==> src/rtl/pmp_check_arbiter.sv <==
// pmp_check_arbiter: shares one IO-PMP permission checker between the AR and
// AW request paths. One check is in flight at a time. Simultaneous requests
// are granted round-robin. Each checker verdict becomes an AXI response code.
// Optional feature macro: PMP_ARB_TIMEOUT_EN enables a checker-response
// timeout. On expiry the response is DECERR.
module pmp_check_arbiter #(
  parameter int ADDR_WIDTH     = 64,
  parameter int LEN_WIDTH      = 8,
  parameter int TIMEOUT_CYCLES = 256
) (
  input  logic                    clk_i,
  input  logic                    rst_i,
  // read (AR) check path
  input  logic                    rd_req_valid_i,
  output logic                    rd_req_ready_o,
  input  logic [ADDR_WIDTH-1:0]   rd_req_addr_i,
  input  logic [LEN_WIDTH-1:0]    rd_req_len_i,
  input  logic [2:0]              rd_req_size_i,
  output logic                    rd_rsp_valid_o,
  input  logic                    rd_rsp_ready_i,
  output logic [1:0]              rd_rsp_resp_o,
  // write (AW) check path
  input  logic                    wr_req_valid_i,
  output logic                    wr_req_ready_o,
  input  logic [ADDR_WIDTH-1:0]   wr_req_addr_i,
  input  logic [LEN_WIDTH-1:0]    wr_req_len_i,
  input  logic [2:0]              wr_req_size_i,
  output logic                    wr_rsp_valid_o,
  input  logic                    wr_rsp_ready_i,
  output logic [1:0]              wr_rsp_resp_o,
  // shared checker
  output logic                    chk_valid_o,
  input  logic                    chk_ready_i,
  output logic [ADDR_WIDTH-1:0]   chk_addr_o,
  output logic [LEN_WIDTH+7:0]    chk_nbytes_o,
  output logic                    chk_write_o,
  input  logic                    chk_done_i,
  input  logic                    chk_allow_i,
  output logic                    busy_o
);

  localparam int NBW = LEN_WIDTH + 8;
  localparam logic [1:0] RESP_OKAY   = 2'b00;
  localparam logic [1:0] RESP_SLVERR = 2'b10;
  localparam logic [1:0] RESP_DECERR = 2'b11;

  typedef enum logic [1:0] {IDLE, REQ, WAIT, RESP} state_t;

  typedef struct packed {
    logic [ADDR_WIDTH-1:0] addr;
    logic [NBW-1:0]        nbytes;
    logic                  write;
  } chk_req_t;

  state_t   state_q, state_d;
  chk_req_t req_q, req_new;
  logic     prio_q;    // 0: read wins a tie, 1: write wins a tie
  logic     owner_q;   // 1: current check belongs to the write path
  logic [1:0] resp_q;
  logic     grant_wr;
  logic     accept;
  logic     tmo_hit;

  // The write path wins when it is the only requester or when it holds priority.
  assign grant_wr = wr_req_valid_i && (!rd_req_valid_i || prio_q);

  // Mux the granted request. nbytes is widened before the add so len=max, size=7 cannot overflow.
  always_comb begin
    req_new.addr   = grant_wr ? wr_req_addr_i : rd_req_addr_i;
    req_new.nbytes = (NBW'(grant_wr ? wr_req_len_i : rd_req_len_i) + NBW'(1))
                     << (grant_wr ? wr_req_size_i : rd_req_size_i);
    req_new.write  = grant_wr;
  end

`ifdef PMP_ARB_TIMEOUT_EN
  localparam int CW = $clog2(TIMEOUT_CYCLES + 1);
  localparam logic [CW-1:0] TMO_LAST = CW'(TIMEOUT_CYCLES - 1);
  logic [CW-1:0] tmo_cnt_q;

  // Timeout counter: cleared on entry to WAIT, counts WAIT cycles without chk_done_i.
  always_ff @(posedge clk_i) begin
    if (rst_i)                                tmo_cnt_q <= '0;
    else if (state_q == REQ && chk_ready_i)   tmo_cnt_q <= '0;
    else if (state_q == WAIT && !chk_done_i)  tmo_cnt_q <= tmo_cnt_q + CW'(1);
  end

  assign tmo_hit = (tmo_cnt_q == TMO_LAST);
`else
  // Without the timeout, WAIT only ends on chk_done_i.
  assign tmo_hit = 1'b0;
`endif

  // State register.
  always_ff @(posedge clk_i) begin
    if (rst_i) state_q <= IDLE;
    else       state_q <= state_d;
  end

  // Next state and handshake outputs. Everything is quiet while reset is held.
  always_comb begin
    state_d        = state_q;
    accept         = 1'b0;
    rd_req_ready_o = 1'b0;
    wr_req_ready_o = 1'b0;
    chk_valid_o    = 1'b0;
    rd_rsp_valid_o = 1'b0;
    wr_rsp_valid_o = 1'b0;
    rd_rsp_resp_o  = RESP_OKAY;
    wr_rsp_resp_o  = RESP_OKAY;
    busy_o         = !rst_i && (state_q != IDLE);
    if (!rst_i) begin
      case (state_q)
        IDLE: begin
          rd_req_ready_o = rd_req_valid_i && !grant_wr;
          wr_req_ready_o = grant_wr;
          if ((rd_req_valid_i && !grant_wr) || grant_wr) begin
            accept  = 1'b1;
            state_d = REQ;
          end
        end
        REQ: begin
          chk_valid_o = 1'b1;
          if (chk_ready_i) state_d = WAIT;
        end
        WAIT: begin
          if (chk_done_i || tmo_hit) state_d = RESP;
        end
        RESP: begin
          rd_rsp_valid_o = !owner_q;
          wr_rsp_valid_o = owner_q;
          rd_rsp_resp_o  = owner_q ? RESP_OKAY : resp_q;
          wr_rsp_resp_o  = owner_q ? resp_q : RESP_OKAY;
          if (owner_q ? wr_rsp_ready_i : rd_rsp_ready_i) state_d = IDLE;
        end
        default: state_d = IDLE;
      endcase
    end
  end

  // Latch the granted request and flip priority on a grant. Capture the verdict in WAIT.
  always_ff @(posedge clk_i) begin
    if (rst_i) begin
      req_q   <= '0;
      prio_q  <= 1'b0;
      owner_q <= 1'b0;
      resp_q  <= RESP_OKAY;
    end else begin
      if (accept) begin
        req_q   <= req_new;
        owner_q <= grant_wr;
        prio_q  <= !grant_wr;
      end
      if (state_q == WAIT) begin
        if (chk_done_i)   resp_q <= chk_allow_i ? RESP_OKAY : RESP_SLVERR;
        else if (tmo_hit) resp_q <= RESP_DECERR;
      end
    end
  end

  assign chk_addr_o   = req_q.addr;
  assign chk_nbytes_o = req_q.nbytes;
  assign chk_write_o  = req_q.write;

endmodule

==> config.mk <==
export PLATFORM = sky130hd
export DESIGN_NAME = pmp_check_arbiter
export DESIGN_NICKNAME = d
export VERILOG_FILES = /design/src/rtl/pmp_check_arbiter.sv
export SDC_FILE = /design/constraint.sdc
export NUM_CORES = 1
export LEC_CHECK = 0
export BUFFER_PORTS_ARGS = -buffer_cell sky130_fd_sc_hd__clkbuf_2
export CORE_MARGIN = 2
export CORE_UTILIZATION = 43
export CTS_CLUSTER_DIAMETER = 60
export CTS_CLUSTER_SIZE = 10
export DETAILED_ROUTE_END_ITERATION = 6
export GPL_ROUTABILITY_DRIVEN = 0
export HOLD_SLACK_MARGIN = 0.1
export PLACE_DENSITY_LB_ADDON = 0.08
export SKIP_CTS_REPAIR_TIMING = 1
export SLEW_MARGIN = 5
export SYNTH_ARGS = -nofsm -noshare
export SYNTH_HDL_FRONTEND = slang
export SYNTH_SLANG_ARGS = --single-unit
==> constraint.sdc <==
create_clock -name clk_i -period 3.4 [get_ports clk_i]
set_input_delay 0.34 -clock clk_i [delete_from_list [all_inputs] [get_ports clk_i]]
set_output_delay 0.34 -clock clk_i [all_outputs]
set_load 0.005 [all_outputs]
==> key figures, run 1 <==
Run status
  – Status: complete, no violations

Synthesis
  – FFs w/ async S/R, synth: 0
  – Compound-gate portion of the synthesized area: 0.259
  – Post-synthesis mux area share: 0.0574
  – Top cells by area, synth: dfxtp_1, a222oi_1, nor2_1, mux2i_1, nand2_1
  – Syn Inst Count: 425
  – Seq/Total Area, Yosys: 0.424
  – Warnings from Yosys: 0
  – Top-area cell type share of the netlist area: 0.424
  – Post-synth cell types: 63
  – Post-Synth XOR/XNOR Area: 0.0197
  – Adder-Cell Fraction of Synth Area: 0.0156
  – Cell area after synthesis: 4010 um2
  – Predominant post-synthesis flop cell: dfxtp_1
  – Post-Synth Simple-Gate Area: 0.175
  – Synthesized area per cell: 9.43 um2
  – Largest family of logic cells by synthesized area: compound AO/OA/AOI/OAI gates
  – Top cell type by total area after synthesis: dfxtp_1
  – Synthesis-stage register bit count: 85
  – Number of flops mapped to enable cells by yosys: 0

Flow run
  – Max Cap Viol: 0

Floorplanning
  – DIE HEIGHT: 101 um
  – Die width: 101 um
  – Row count: 35
  – Core Footprint: 9150 um2
  – Die area: 10,100 um2
  – I/O pin count: 250
  – Starting Density: 0.438

GRT
  – Pin count of the biggest net entering global routing: 85
  – Global-route wire length before repair: 19.9 mm
  – Initial antenna violation count: 0
  – Gr usage total: 0.243
  – GR Overflow Total: 0
  – Vias in the first global route: 4,211

Pwr
  – Leakage: 0.00262 uW
  – VDD IR-drop max: 0.278 mV
  – Cell area power density: 537 nW/um2

Worst hold path
  – Hold Path Class: in2reg
  – HP Start: chk_allow_i

Cells and area
  – Fin nets: 814
  – Final core utilization: 0.600
  – Commonest cells after routing, fill and taps aside: clkbuf_2, dfxtp_1, nor2_1
  – Area grow syn2layout: 36.9%
  – Antenna Cells: 0
  – Commonest non-fill, non-tap cell in the layout: clkbuf_2
  – Fraction of final layout cells with drive strength greater than 1: 0.460

Clock network
  – Clock Tree Buf Depth: 2
  – CTS tree: yes
  – Clk_lat worst skew: 360 ps
  – Worst-path clk slew: 100 ps
  – H-Tree Depth: 3
  – Root Driver: clkbuf_8
  – TritonCTS Buffers: 9
  – Clk sink count: 85

Timing
  – Final Skew: 19.4 ps
  – Tightest Pin Transition: 910 ps
  – RSZ-0062 raised after global routing: no
  – Max-slew headroom: 0.393
  – Fmax: 0.364 GHz
  – Final setup viols: 0
  – Final Hold Viols: 0
  – Final slew viol count: 0
  – Min Clock Period, post-route: 2750 ps
  – Final period util: 0.809
  – TNS Setup: 0 ps

Detailed routing
  – Drt pass-1 iters: 7
  – Post-Route WL: 12.9 mm
  – Via density: 5.72
  – Remaining antenna violation count: 0
  – Routed vias: 4,382
  – Routed len/inst: 16.8 um
  – Drc violations: 0
  – Starting DRC count in detailed routing: 346

Place
  – DP HPWL: 9.52 mm
  – Input/output buffers: 247

Setup path
  – Worst-path fanout max: 48
  – WP data required: 3060 ps
  – Crit path DAT: 2410 ps
  – WS Path Type: reg2out
  – Launch point of the worst path: state_q[0]
  – Reg-to-reg critical path startpoint: prio_q
  – Setup crit start kind: flop
  – CP endpoint kind: primary output
==> cells by family (layout without fill, tap and decap cells) <==
logic type | count (synthesis) | in the layout
AND/OR/NAND/NOR | 148 | 148
AO/OA/AOI/OAI | 116 | 116
buffers and inverters | 43 | 272
flip-flops | 85 | 85
multiplexers | 18 | 18
XOR/XNOR | 9 | 9
other | 1 | 2
adder cells (fa/ha/maj) | 5 | 5
==> worst paths after layout <==
| kind | end | slack, ps | depth (start not counted) |
|---|---|---|---|
| worst min register to register | chk_nbytes_o[13] | 460 | 2 |
| worst min-delay path | resp_q[1] | 180 | 2 |
| worst max-delay path | rd_req_ready_o | 650 | 5 |
| worst max register to register | chk_nbytes_o[10] | 700 | 10 |
==> critical path, stage by stage (launching register included) <==
cell and delay [ps]:
dfxtp_1 350, inv_1 90, ha_1 230, nor2b_1 280
and3_2 830, clkbuf_2 240
==> cell type report <==
cell class	instances	area, um2
fill	843	3660
tap	111	139
sequential	85	1700
inverter	5	18.8
timing repair buffer	251	1280
multi-input combinational	298	2140
clock inverter	7	86.3
clock buffer	9	124
==> per-layer routing <==
| layer | share of wire | vias to the layer above | track usage |
|---|---|---|---|
| met5 | 0 | - | 0 |
| met4 | 0.011 | 0 | 0.0685 |
| met3 | 0.072 | 11 | 0.0617 |
| met2 | 0.52 | 187 | 0.422 |
| met1 | 0.40 | 2083 | 0.299 |
| li1 | - | 2101 | - |
==> metrics by stage <==
step                worst slack, ps  power (uW)  std cells  hold WS, ps  area (um2)
CTS                             623        2970        766          167        5490
floorplan                       883        1830        426          435        4010
finish                          649        2950        766          176        5490
detailed placement              602        2210        750          445        5280
global route                    491        3130        766          162        5490
global placement                687        2190        750          431        5280
==> synth_stat cells, types with 3 or more instances <==
cell type  number
nor2_2          3
a22oi_1         6
buf_1          12
nand2_1        19
xor2_1          6
clkbuf_1       17
and2_1          6
o21ai_1         3
dfxtp_1        85
ha_1            5
o22ai_1         4
mux2i_1        10
buf_2           5
nand4_1         4
a21oi_1         8
nor3_2          4
and3_1          3
nor2_1         85
inv_1           4
a32oi_1         4
xnor2_1         3
nand3_1         4
a222oi_1       64
nor3_1          6
mux2_2          3
==> sequential cells by signal, summed over array words and instances (netlist names) <==
name and count:
chk_addr_o 64, chk_nbytes_o 16, state_q 2, owner_q 1, prio_q 1, resp_q 1
==> report_power, final <==
part	switching [uW]	total, uW	internal, uW
registers	97.5	1250	1150
logic	503	938	434
clock network	405	762	357
total	1010	2950	1940
(Power assumes the default switching activity.)
==> run 2, diff against run 1 <==
--- a/config.mk
+++ b/config.mk
@@ -5,9 +5,10 @@
 export SDC_FILE = /design/constraint.sdc
 export NUM_CORES = 1
 export LEC_CHECK = 0
+export ABC_AREA = 1
 export BUFFER_PORTS_ARGS = -buffer_cell sky130_fd_sc_hd__clkbuf_2
 export CORE_MARGIN = 2
-export CORE_UTILIZATION = 43
+export CORE_UTILIZATION = 41
 export CTS_CLUSTER_DIAMETER = 60
 export CTS_CLUSTER_SIZE = 10
 export DETAILED_ROUTE_END_ITERATION = 6
==> constraint.sdc (replaced) <==
create_clock -name clk_i -period 2.5 [get_ports clk_i]
set_input_delay 0.25 -clock clk_i [delete_from_list [all_inputs] [get_ports clk_i]]
set_output_delay 0.25 -clock clk_i [all_outputs]
set_load 0.005 [all_outputs]
==> run 2 against run 1 <==
  * Worst setup slack worse by 280 ps
  * Critical endpoint is now wr_req_ready_o
  * Highest routed layer unchanged
  * Critical path depth is 3 higher
  * Via count is 16% higher
  * Sequential power is 35% higher
  * Flip-flop and latch count stayed put
  * Final cell count is 44% higher
  * Critical path type unchanged
  * Count of clock-buffer cells in the layout is 3 higher
  * Die area is 18% higher
  * Cell area is 11% higher
  * Global-route usage is 2.3 points lower
  * Hold slack worse by 66 ps
==> key figures, run 2 <==
Detailed routing
  – Remaining antenna violation count: 0 (unchanged)
  – Post-Route WL: 13.1 mm (+1.9%)
  – Drc violations: 0 (unchanged)
  – Routed vias: 5,094 (+16%)
  – Starting DRC count in detailed routing: 210 (-39%)
  – Routed len/inst: 11.9 um (-29%)
  – Via density: 4.62 (-19%)
  – Drt pass-1 iters: 5 (-2)

Synthesis
  – Synthesis-stage register bit count: 85 (unchanged)
  – Seq/Total Area, Yosys: 0.374 (-0.0504)
  – Top cells by area, synth: dfxtp_1, nand2_1, nand3_1, inv_1, buf_2
  – Most common cell in the netlist: nand2_1
  – Number of flops mapped to enable cells by yosys: 0 (unchanged)
  – Post-synth cell types: 35 (-44%)
  – Top cell type by total area after synthesis: dfxtp_1
  – Predominant post-synthesis flop cell: dfxtp_1
  – Cell area after synthesis: 4550 um2 (+13%)
  – Top-area cell type share of the netlist area: 0.374 (-0.0504)
  – Synthesized area per cell: 6.21 um2 (-34%)
  – Warnings from Yosys: 0 (unchanged)
  – Syn Inst Count: 732 (+72%)
  – FFs w/ async S/R, synth: 0 (unchanged)
  – Most frequent cells after synthesis: nand2_1, nand3_1, inv_1

Floorplanning
  – DIE HEIGHT: 109 um (+8.7%)
  – Die area: 12,000 um2 (+18%)
  – Core Footprint: 10,800 um2 (+18%)
  – Starting Density: 0.420 (-0.0183)
  – Row count: 38 (+8.6%)
  – I/O pin count: 250 (unchanged)
  – Die width: 109 um (+8.7%)

Clock network
  – CTS tree: yes
  – Clk sink count: 85 (unchanged)
  – Clock Tree Buf Depth: 2 (unchanged)
  – Clk_lat worst skew: 340 ps (-20 ps)
  – Root Driver: clkbuf_8
  – Worst-path clk slew: 80 ps (-20 ps)
  – TritonCTS Buffers: 9 (unchanged)
  – H-Tree Depth: 3 (unchanged)

Timing
  – Min Clock Period, post-route: 2130 ps
  – Fmax: 0.470 GHz
  – Final period util: 0.851
  – Final slew viol count: 0 (unchanged)
  – RSZ-0062 raised after global routing: no
  – Final Skew: 9.38 ps (-10.0 ps)
  – Final setup viols: 0 (unchanged)
  – Max-slew headroom: 0.634 (+0.240)
  – Tightest Pin Transition: 549 ps (-361 ps)
  – Final Hold Viols: 0 (unchanged)
  – TNS Setup: 0 ps (unchanged)

Cells and area
  – Fraction of final layout cells with drive strength greater than 1: 0.309 (-0.150)
  – Area grow syn2layout: 33.4%
  – Commonest cells after routing, fill and taps aside: nand2_1, clkbuf_2, nand3_1
  – Commonest non-fill, non-tap cell in the layout: nand2_1
  – Post-Layout Inst Area: 6070 um2 (+11%)
  – Fin cells: 1,103 (+44%)
  – Max reg flops: 64 (unchanged)
  – Antenna Cells: 0 (unchanged)
  – Fin nets: 1,123 (+38%)

Pwr
  – Power consumption: 4110 uW (+39%)
  – Net Sw Power: 1460 uW (+45%)
  – Gate power share: 0.353 (+0.035)
  – Flop pwr share: 0.411 (-0.013)
  – Net Sw Frac: 0.356 (+0.0145)
  – Cell area power density: 678 nW/um2 (+26%)
  – Power share of the clock group: 0.237 (-0.021)
  – VDD IR-drop max: 0.330 mV (+19%)
  – P_int: 2650 uW (+36%)
  – Leakage: 0.00361 uW (+38%)

Setup path
  – WS Path Type: reg2out
  – Crit path depth: 8 (+3)
  – Worst path max stage delay: 340 ps (-490 ps)
  – CP endpoint kind: primary output
  – Crit path DAT: 1880 ps (-530 ps)
  – CP Cell Sequence: inv_1 -> ha_1 -> inv_1 -> nor2_1 -> nand2_2 -> nor2_4 -> buf_12 -> clkbuf_2
  – Setup crit start kind: flop
  – Crit path buffers/inverters: 4 (+2)
  – Largest delay share family, worst path: buffers and inverters
  – Worst-path fanout max: 66 (+38%)
  – Slowest-stage cell, CP: dfxtp_1
  – WP data required: 2250 ps (-810 ps)
  – R2R depth: 15 (+5)
  – Crit-path most repeated cell: inv_1

Place
  – DP HPWL: 9.73 mm (+2.2%)
  – Input/output buffers: 247 (unchanged)
  – DP Cell Count: 1,088 (+45%)
  – DP Area: 5880 um2 (+11%)

GRT
  – Pin count of the biggest net entering global routing: 67 (-21%)
  – Global-route wire length before repair: 21.0 mm (+5.3%)
  – Gr usage total: 0.220 (-0.0231)
  – Vias in the first global route: 4,673 (+11%)
  – Initial antenna violation count: 0 (unchanged)
  – GR Overflow Total: 0 (unchanged)

Flow run
  – Max Cap Viol: 0 (unchanged)

Worst hold path
  – Hold depth: 2 (unchanged)
  – Hold Path Class: in2reg

Run status
  – Status: complete, no violations
[run 2: final timing paths]
kind,startpoint,to,slack (ps)
worst max-delay path,state_q[0],wr_req_ready_o,370
worst min-delay path,chk_allow_i,resp_q[1],110
worst max register to register,prio_q,chk_nbytes_o[10],610
worst min register to register,chk_nbytes_o[13],chk_nbytes_o[13],470
[run 2: power by group through the flow]
stage | clock network (uW) | registers, uW | logic, uW
detailed placement | 0 | 1720 | 1470
floorplan | 0 | 1720 | 904
finish | 974 | 1690 | 1450
global placement | 0 | 1720 | 1460
CTS | 1000 | 1690 | 1470
global route | 1060 | 1710 | 1670
[run 2: stage by stage]
step / util / hold slack [ps] / setup WS (ps)
after CTS: 0.560 / 88.7 / 323
after floorplan: - / 359 / 845
after global routing: 0.560 / 123 / 139
after global placement: 0.542 / 455 / 632
final: 0.560 / 110 / 372
after detailed placement: 0.542 / 457 / 580
[run 2: cell families (layout without fill, tap and decap cells)]
group,after synthesis,after routing,synth area share
adder cells (fa/ha/maj),5,5,0.0138
AO/OA/AOI/OAI,35,35,0.0487
other,1,2,0.000824
flip-flops,85,85,0.374
XOR/XNOR,1,1,0.00193
buffers and inverters,139,369,0.126
AND/OR/NAND/NOR,466,466,0.435
[run 2: metal layers]
metal | share of wire | GRT usage | vias up
met4 | 0.022 | 0.0841 | 0
met5 | 0 | 0 | -
met3 | 0.072 | 0.0658 | 22
met2 | 0.49 | 0.379 | 159
met1 | 0.42 | 0.258 | 2219
li1 | - | - | 2694
[run 2: layout make-up]
class	count	area (um2)
Fill cell	1144	4770
Inverter	98	368
Clock inverter	3	46.3
Tap cell	140	175
Multi-Input combinational cell	509	2290
Sequential cell	85	1700
Clock buffer	12	145
Timing Repair Buffer	256	1340
